**src/rtl/spi_reg_bridge.sv**
```systemverilog
// SPI register bridge: decodes SPI-slave RX bytes into register reads/writes and returns read data on the TX byte port.
// Define SPI_REG_BRIDGE_AUTOINC_EN for burst accesses with address auto-increment within a frame.
module spi_reg_bridge #(
   parameter int         ADDR_WIDTH   = 7,
   parameter logic [7:0] IDLE_TX_BYTE = 8'h00
) (
   input  logic                  i_Clk,
   input  logic                  i_Rst,
   input  logic                  i_RX_DV,
   input  logic [7:0]            i_RX_Byte,
   input  logic                  i_SPI_CS_n,
   output logic                  o_TX_DV,
   output logic [7:0]            o_TX_Byte,
   output logic                  o_Reg_Wr,
   output logic                  o_Reg_Rd,
   output logic [ADDR_WIDTH-1:0] o_Reg_Addr,
   output logic [7:0]            o_Reg_WData,
   input  logic [7:0]            i_Reg_RData,
   output logic                  o_Busy
);
   localparam logic [ADDR_WIDTH-1:0] ADDR_ONE = ADDR_WIDTH'(1);

   typedef enum logic [2:0] {
      IDLE, WR_WAIT, WR_DONE, RD_REQ, RD_CAP, RD_WAIT
   } state_t;

   state_t                r_State, w_Next_State;
   logic                  r_CS_Meta, r_CS_Sync, r_CS_Prev;
   logic                  w_Frame_End, w_RX;
   logic                  w_TX_DV, w_Reg_Wr;
   logic [7:0]            w_TX_Byte, w_Reg_WData;
   logic [ADDR_WIDTH-1:0] w_Reg_Addr;

   // Synchroniser flops reset to "deselected" so reset never looks like a frame edge.
   always_ff @(posedge i_Clk or posedge i_Rst) begin
      if (i_Rst) begin
         r_CS_Meta <= 1'b1;
         r_CS_Sync <= 1'b1;
         r_CS_Prev <= 1'b1;
      end else begin
         r_CS_Meta <= i_SPI_CS_n;
         r_CS_Sync <= r_CS_Meta;
         r_CS_Prev <= r_CS_Sync;
      end
   end

   assign w_Frame_End = r_CS_Sync & ~r_CS_Prev;
   // Bytes arriving while deselected (including the frame-end cycle) are dropped.
   assign w_RX        = i_RX_DV & ~r_CS_Sync;
   assign o_Busy      = ~r_CS_Sync;

   always_ff @(posedge i_Clk or posedge i_Rst) begin
      if (i_Rst) r_State <= IDLE;
      else       r_State <= w_Next_State;
   end

   always_comb begin
      w_Next_State = r_State;
      w_Reg_Addr   = o_Reg_Addr;
      w_Reg_Wr     = 1'b0;
      w_Reg_WData  = o_Reg_WData;
      w_TX_DV      = 1'b0;
      w_TX_Byte    = o_TX_Byte;
      o_Reg_Rd     = 1'b0;
`ifdef SPI_REG_BRIDGE_AUTOINC_EN
      // Step past the address just written, ready for the next burst byte.
      if (o_Reg_Wr) w_Reg_Addr = o_Reg_Addr + ADDR_ONE;
`endif
      if (w_Frame_End) begin
         w_Next_State = IDLE;
         w_TX_DV      = 1'b1;
         w_TX_Byte    = IDLE_TX_BYTE;
      end else begin
         case (r_State)
            IDLE: begin
               if (w_RX) begin
                  w_Reg_Addr   = i_RX_Byte[ADDR_WIDTH-1:0];
                  w_Next_State = i_RX_Byte[7] ? RD_REQ : WR_WAIT;
               end
            end
            WR_WAIT: begin
               if (w_RX) begin
                  w_Reg_Wr    = 1'b1;
                  w_Reg_WData = i_RX_Byte;
`ifdef SPI_REG_BRIDGE_AUTOINC_EN
                  w_Next_State = WR_WAIT;
`else
                  w_Next_State = WR_DONE;
`endif
               end
            end
            RD_REQ: begin
               o_Reg_Rd     = 1'b1;
               w_Next_State = RD_CAP;
            end
            RD_CAP: begin
               w_TX_DV      = 1'b1;
               w_TX_Byte    = i_Reg_RData;
               w_Next_State = RD_WAIT;
            end
            RD_WAIT: begin
`ifdef SPI_REG_BRIDGE_AUTOINC_EN
               // The dummy byte shifting out this data fetches the next address.
               if (w_RX) begin
                  w_Reg_Addr   = o_Reg_Addr + ADDR_ONE;
                  w_Next_State = RD_REQ;
               end
`endif
            end
            WR_DONE: ;
            default: w_Next_State = IDLE;
         endcase
      end
   end

   always_ff @(posedge i_Clk or posedge i_Rst) begin
      if (i_Rst) begin
         o_Reg_Addr  <= '0;
         o_Reg_Wr    <= 1'b0;
         o_Reg_WData <= '0;
         o_TX_DV     <= 1'b0;
         o_TX_Byte   <= IDLE_TX_BYTE;
      end else begin
         o_Reg_Addr  <= w_Reg_Addr;
         o_Reg_Wr    <= w_Reg_Wr;
         o_Reg_WData <= w_Reg_WData;
         o_TX_DV     <= w_TX_DV;
         o_TX_Byte   <= w_TX_Byte;
      end
   end
endmodule

```
**config.mk**
```make
export PLATFORM = sky130hd
export DESIGN_NAME = spi_reg_bridge
export DESIGN_NICKNAME = d
export VERILOG_FILES = /design/src/rtl/spi_reg_bridge.sv
export SDC_FILE = /design/constraint.sdc
export NUM_CORES = 1
export LEC_CHECK = 0
export BUFFER_PORTS_ARGS = -buffer_cell sky130_fd_sc_hd__buf_2
export CAP_MARGIN = 20
export CORE_MARGIN = 2
export CORE_UTILIZATION = 47
export CTS_CLUSTER_SIZE = 8
export DETAILED_ROUTE_END_ITERATION = 8
export GPL_TIMING_DRIVEN = 0
export PLACE_DENSITY = 0.79
export SLEW_MARGIN = 20
export SYNTH_ARGS = -nofsm -noshare
export SYNTH_HDL_FRONTEND = slang
export SYNTH_SLANG_ARGS = --single-unit
```
**constraint.sdc**
```tcl
create_clock -name i_Clk -period 1.9 [get_ports i_Clk]
set_input_delay 0.285 -clock i_Clk [delete_from_list [all_inputs] [get_ports i_Clk]]
set_output_delay 0.285 -clock i_Clk [all_outputs]
set_load 0.02 [all_outputs]
```
After elaboration in Yosys (flattened, before gate mapping)
Index checks and enable logic that the tools add are counted.
Widths: inputs -> output; s select.
- output and inout port bits: 27
- memories kept: 0
- bits in registers: 31
- input port bits: 20
- memory bits (read-only): 0
- word-level logic and storage cells: 42
- bits in writable memories: 0
- bits in latches: 0
- $mul: 0
- multiplexer cells: 14
- bitwise operators: 5
- divide/modulo/power cells: 0
- shift-type cells: 0
- eq/ne operators: 8
- reductions and logical operators: 6
- $lt $le $gt $ge: 0
- add/subtract/negate cells: 0
- operators by type and width (operator ; count):
    $mux 8 ; 2
    $pmux 3 s5 ; 1
    $mux 3 ; 3
    $reduce_and 3->1 ; 3
    $mux 1 ; 7
    $eq 3x2->1 const B ; 2
    $eq 3x3->1 const B ; 2
    $ne 3x3->1 const B ; 2
    $eq 3x1->1 const B ; 1
    $logic_not 3->1 ; 1
    $not 1->1 ; 3
    $and 1x1->1 ; 2
    $mux 2 ; 1
    $ne 2x1->1 const B ; 1
    $reduce_bool 2->1 ; 1
    $reduce_or 2->1 ; 1

Depth between registers and ports, before layout
- word-level depth: 5
- gate-level depth with buffers: 4
- gate-level depth less buffers: 3

Worst setup path after synthesis
Ideal clock, no wire load.
- path kind: register to register
- start: register r_State[2]
- end: register o_Reg_WData[0]
- stages on the path, launching flop included: 5
- buffers on the path: 2
- slack: 0.321 ns
- data arrival time: 1.454 ns
- data required time: 1.775 ns
- clock period less this slack: 1.579 ns
- path through: dfrtp_1 buf_6 or4b_1 buf_6 mux2_4
- longest elaborated chain between the ends: 2
- ends and longest elaborated chain (element ; RTL line ; RTL):
    start: declaration ; 27 ; state_t r_State, w_Next_State;
    start signal: assignment ; 54 ; else r_State <= w_Next_State;
    $eq 3x1->1 ; 74 ; case (r_State)
    $reduce_and 3->1 (no line) ; n/a ;
    end signal: assignment ; 126 ; o_Reg_WData <= w_Reg_WData;
    end: declaration ; 17 ; output logic [7:0] o_Reg_WData,
Every way passes these cells.
A chain may end at the register's enable or synchronous reset.

Final worst setup path
- start: register r_CS_Sync
- end: output port o_Reg_Rd
- longest elaborated chain between the ends: 2
- ends and longest elaborated chain (element ; RTL line ; RTL):
    start: declaration ; 28 ; logic r_CS_Meta, r_CS_Sync, r_CS_Prev;
    start signal: assignment ; 42 ; r_CS_Sync <= r_CS_Meta;
    $and 1x1->1 ; 47 ; assign w_Frame_End = r_CS_Sync & ~r_CS_Prev;
    $mux 1 ; 69 ; if (w_Frame_End) begin
    end: declaration ; 15 ; output logic o_Reg_Rd,
Every way passes these cells.

==> out/results.ini <==
[status]
status=finished clean

[die]
fp.dieH_microns=55.0
initial_core_util_pct=49.4
core_sq_mm=0.00248
fp.dieW_microns=55.0
io_pins=47
num_rows=18
fp.dieArea_sq_mm=0.00303

[sta]
rsz0062_at_grt=false
min_period_ns=1.74
hold_viol_final=0
setup-tns-final_ns=0
fin_crit_sh_pct=91.3
skew_ns=0.00970
max_freq_ghz=0.576
max_slew_margin_pct=57.4
maxSlewViolCount=0
tightest_slew_ns=0.640
setup_viol=0

[cts]
path_clk_slew_ns=0.08
clk-insertion-delay-late_ns=0.32
htree_levels=2
root_buffer=clkbuf_4
clock_tree.buffer_depth=2
cts_resized=0
cts_tree=yes
clock-sinks=31
ctsHoldBuffers=0
cts_buffers=5
cts_setup_buffers=0

[cells_and_area]
num-nets-final=153
multiInputGateArea_sq_um=403
post-route-util_pct=63.1
drive_gt1_share_pct=57.9
seq_area_sq_um=779
n_antenna_cell=0
nFillCells=218
area_growth_syn_to_layout_pct=27.7

[placement]
numPortBuffers=46
place.gp.congestion=0.653
dp_hpwl_microns=1730

[routing]
vias=810
routed-wl-met3_microns=186
vias_per_cell=4.97
wl_met1_microns=923
drt_first_pass_iters=4
antenna_left=0
top_layer_used=met4
drcViolationCount=0
drtIter0Drc=3
wirelength_microns=2240
wl_met2_microns=1100
wl_per_cell_microns=13.8

[grt]
grt_pass1_vias=815
grt_pass1_wl_microns=3350
grt_util_all_layers_pct=16.5
grt_max_degree=17
antenna_found_initial=0
gr-total-overflow=0

[synth]
netlist_instances=79
synth_async_sr_flop_share_pct=100
synth_ff_type=dfrtp_1
yosysSeqAreaShare_pct=63.7
yosys.area.top_type=dfrtp_1
syn-num-nets=99
synth-edff-count=0
synth_common_cells=28 x dfrtp_1, 8 x a22o_1, 8 x mux2_2, 8 x mux2_4, 6 x nor2_1
ys_types=20
yosysWarnings=0
yosysMostFrequentCell=dfrtp_1
syn_area_sq_mm=0.00122
synth_area_leaders=dfrtp_1 57%, mux2_4 9.8%, mux2_2 7.4%
postSynthAreaPerCell_sq_um=15.5
synth-seq-cells=31
synth_top_area_share_pct=57.3

[power]
p_sw_share_pct=37.1
clkPwrFrac_pct=14.7
comb_power_share_pct=42.1
power.switching_w=0.000932
peakVddDrop_v=0.000947
p_per_area_mw_per_mm2=1610
sequentialPowerShare_pct=43.2
power.leakage_nw=0.851
internal-power_w=0.00158

[critical_path]
path_max_fanout=6
path_buf_inv=1
cp-end-kind=output port
critical_path.slowest_cell=dfstp_2
crit_family=flip-flops
arrival_ns=1.45
crit_path_cell_trace=nor2b_1 > nor3_1 > buf_2
critPathKind=reg2out
worst_path_largest_cell_delay_ns=0.56
cp.required_ns=1.62
startpoint_type=register

[hold_path]
hold_class=in2async

[run]
cap_violations=0

==> worst register-to-register path, delay by kind of cell (launching register included) <==
family,cells,cell delay (ns)
buffers and inverters,2,0.30
flip-flops,1,0.38
multiplexers,1,0.31
AND/OR/NAND/NOR,1,0.53
==> final timing paths <==
kind / start / end / slack, ns / cells past startpoint
setup / recovery: r_CS_Sync$_DFF_PP1_ / o_Reg_Rd / 0.16 / 3
hold / removal: i_Rst / o_TX_Byte[4]$_DFFE_PP0P_ / 0.03 / 2
setup reg to reg: r_State[2]$_DFFE_PP0P_ / o_Reg_WData[4]$_DFFE_PP0P_ / 0.26 / 4
hold reg to reg: r_CS_Meta$_DFF_PP1_ / r_CS_Sync$_DFF_PP1_ / 0.36 / 0
max in group asynchronous: i_Rst / o_Reg_Addr[6]$_DFFE_PP0P_ / 1.35 / 3
min in group i_Clk: i_SPI_CS_n / r_CS_Meta$_DFF_PP1_ / 0.06 / 1
==> power groups by stage <==
stage          clock (W)  combinational [W]  sequential, W
5_1_grt         0.000411            0.00115        0.00112
6_report        0.000369            0.00106        0.00109
3_3_place_gp           0            0.00104        0.00107
4_1_cts         0.000385            0.00108        0.00109
2_1_floorplan          0           0.000439        0.00137
3_5_place_dp           0            0.00108        0.00110
==> state kept, by name, summed over array words and instances (netlist names) <==
signal and cells:
r_CS_Sync 1, o_Reg_WData 8, o_Reg_Wr 1, o_TX_Byte 8
r_State 3, o_TX_DV 1, o_Reg_Addr 7, r_CS_Meta 1
r_CS_Prev 1
==> final cells by class <==
class | instances | area share [%]
clock inverters | 1 | 0.320
inverters | 4 | 0.961
flip-flops and latches | 31 | 49.9
repair buffers | 47 | 15.7
multi-input cells | 41 | 25.8
clock buffers | 6 | 3.28
plain buffers | 3 | 1.68
well taps | 30 | 2.40
==> logic make-up after synthesis <==
| family | Yosys count | share of synthesized area, % |
|---|---|---|
| buffers and inverters | 7 | 3.37 |
| and+or+nand+nor | 13 | 7.46 |
| AOI/OAI and AO/OA | 11 | 7.57 |
| muxes | 16 | 17.2 |
| DFF | 31 | 63.7 |
| xor gates and xnor gates | 1 | 0.716 |
==> cells in the final DEF (no fill, tap or decap) <==
cell,netlist,routed
or4b_1,1,1
buf_2,0,46
nand2_1,1,1
buf_8,0,1
clkbuf_1,1,1
clkbuf_4,0,5
o21a_1,1,1
mux2_2,8,8
nor4_4,1,1
clkbuf_8,0,1
a22o_1,8,8
clkinv_2,0,1
nor3_1,1,1
dfrtp_1,28,28
dfstp_2,3,3
mux2_4,8,8
a21oi_1,1,1
nor2b_1,1,1
nor2_1,6,6
and3b_1,1,1
nand2b_4,1,1
inv_1,4,4
o211a_1,1,1
xnor2_1,1,1
buf_6,2,2
==> per-stage QoR <==
step / total power, W / instance area, sq um / std cells / setup WS (ns) / hold slack [ns]
2_1_floorplan: 0.00181 / 1220 / 79 / 0.321 / 0.289
3_3_place_gp: 0.00211 / 1490 / 155 / 0.296 / 0.347
3_5_place_dp: 0.00217 / 1510 / 156 / 0.266 / 0.348
4_1_cts: 0.00255 / 1560 / 163 / 0.131 / 0.0414
5_1_grt: 0.00268 / 1560 / 163 / 0.0327 / 0.0435
6_report: 0.00251 / 1560 / 163 / 0.165 / 0.0260
==> routing by layer <==
layer / global-route usage, % / up-vias
li1: - / 384
met1: 17.5 / 380
met2: 29.2 / 41
met3: 5.11 / 5
met4: 8.54 / 0
met5: 0 / -
No activity file was read; power rests on OpenSTA's default activity.
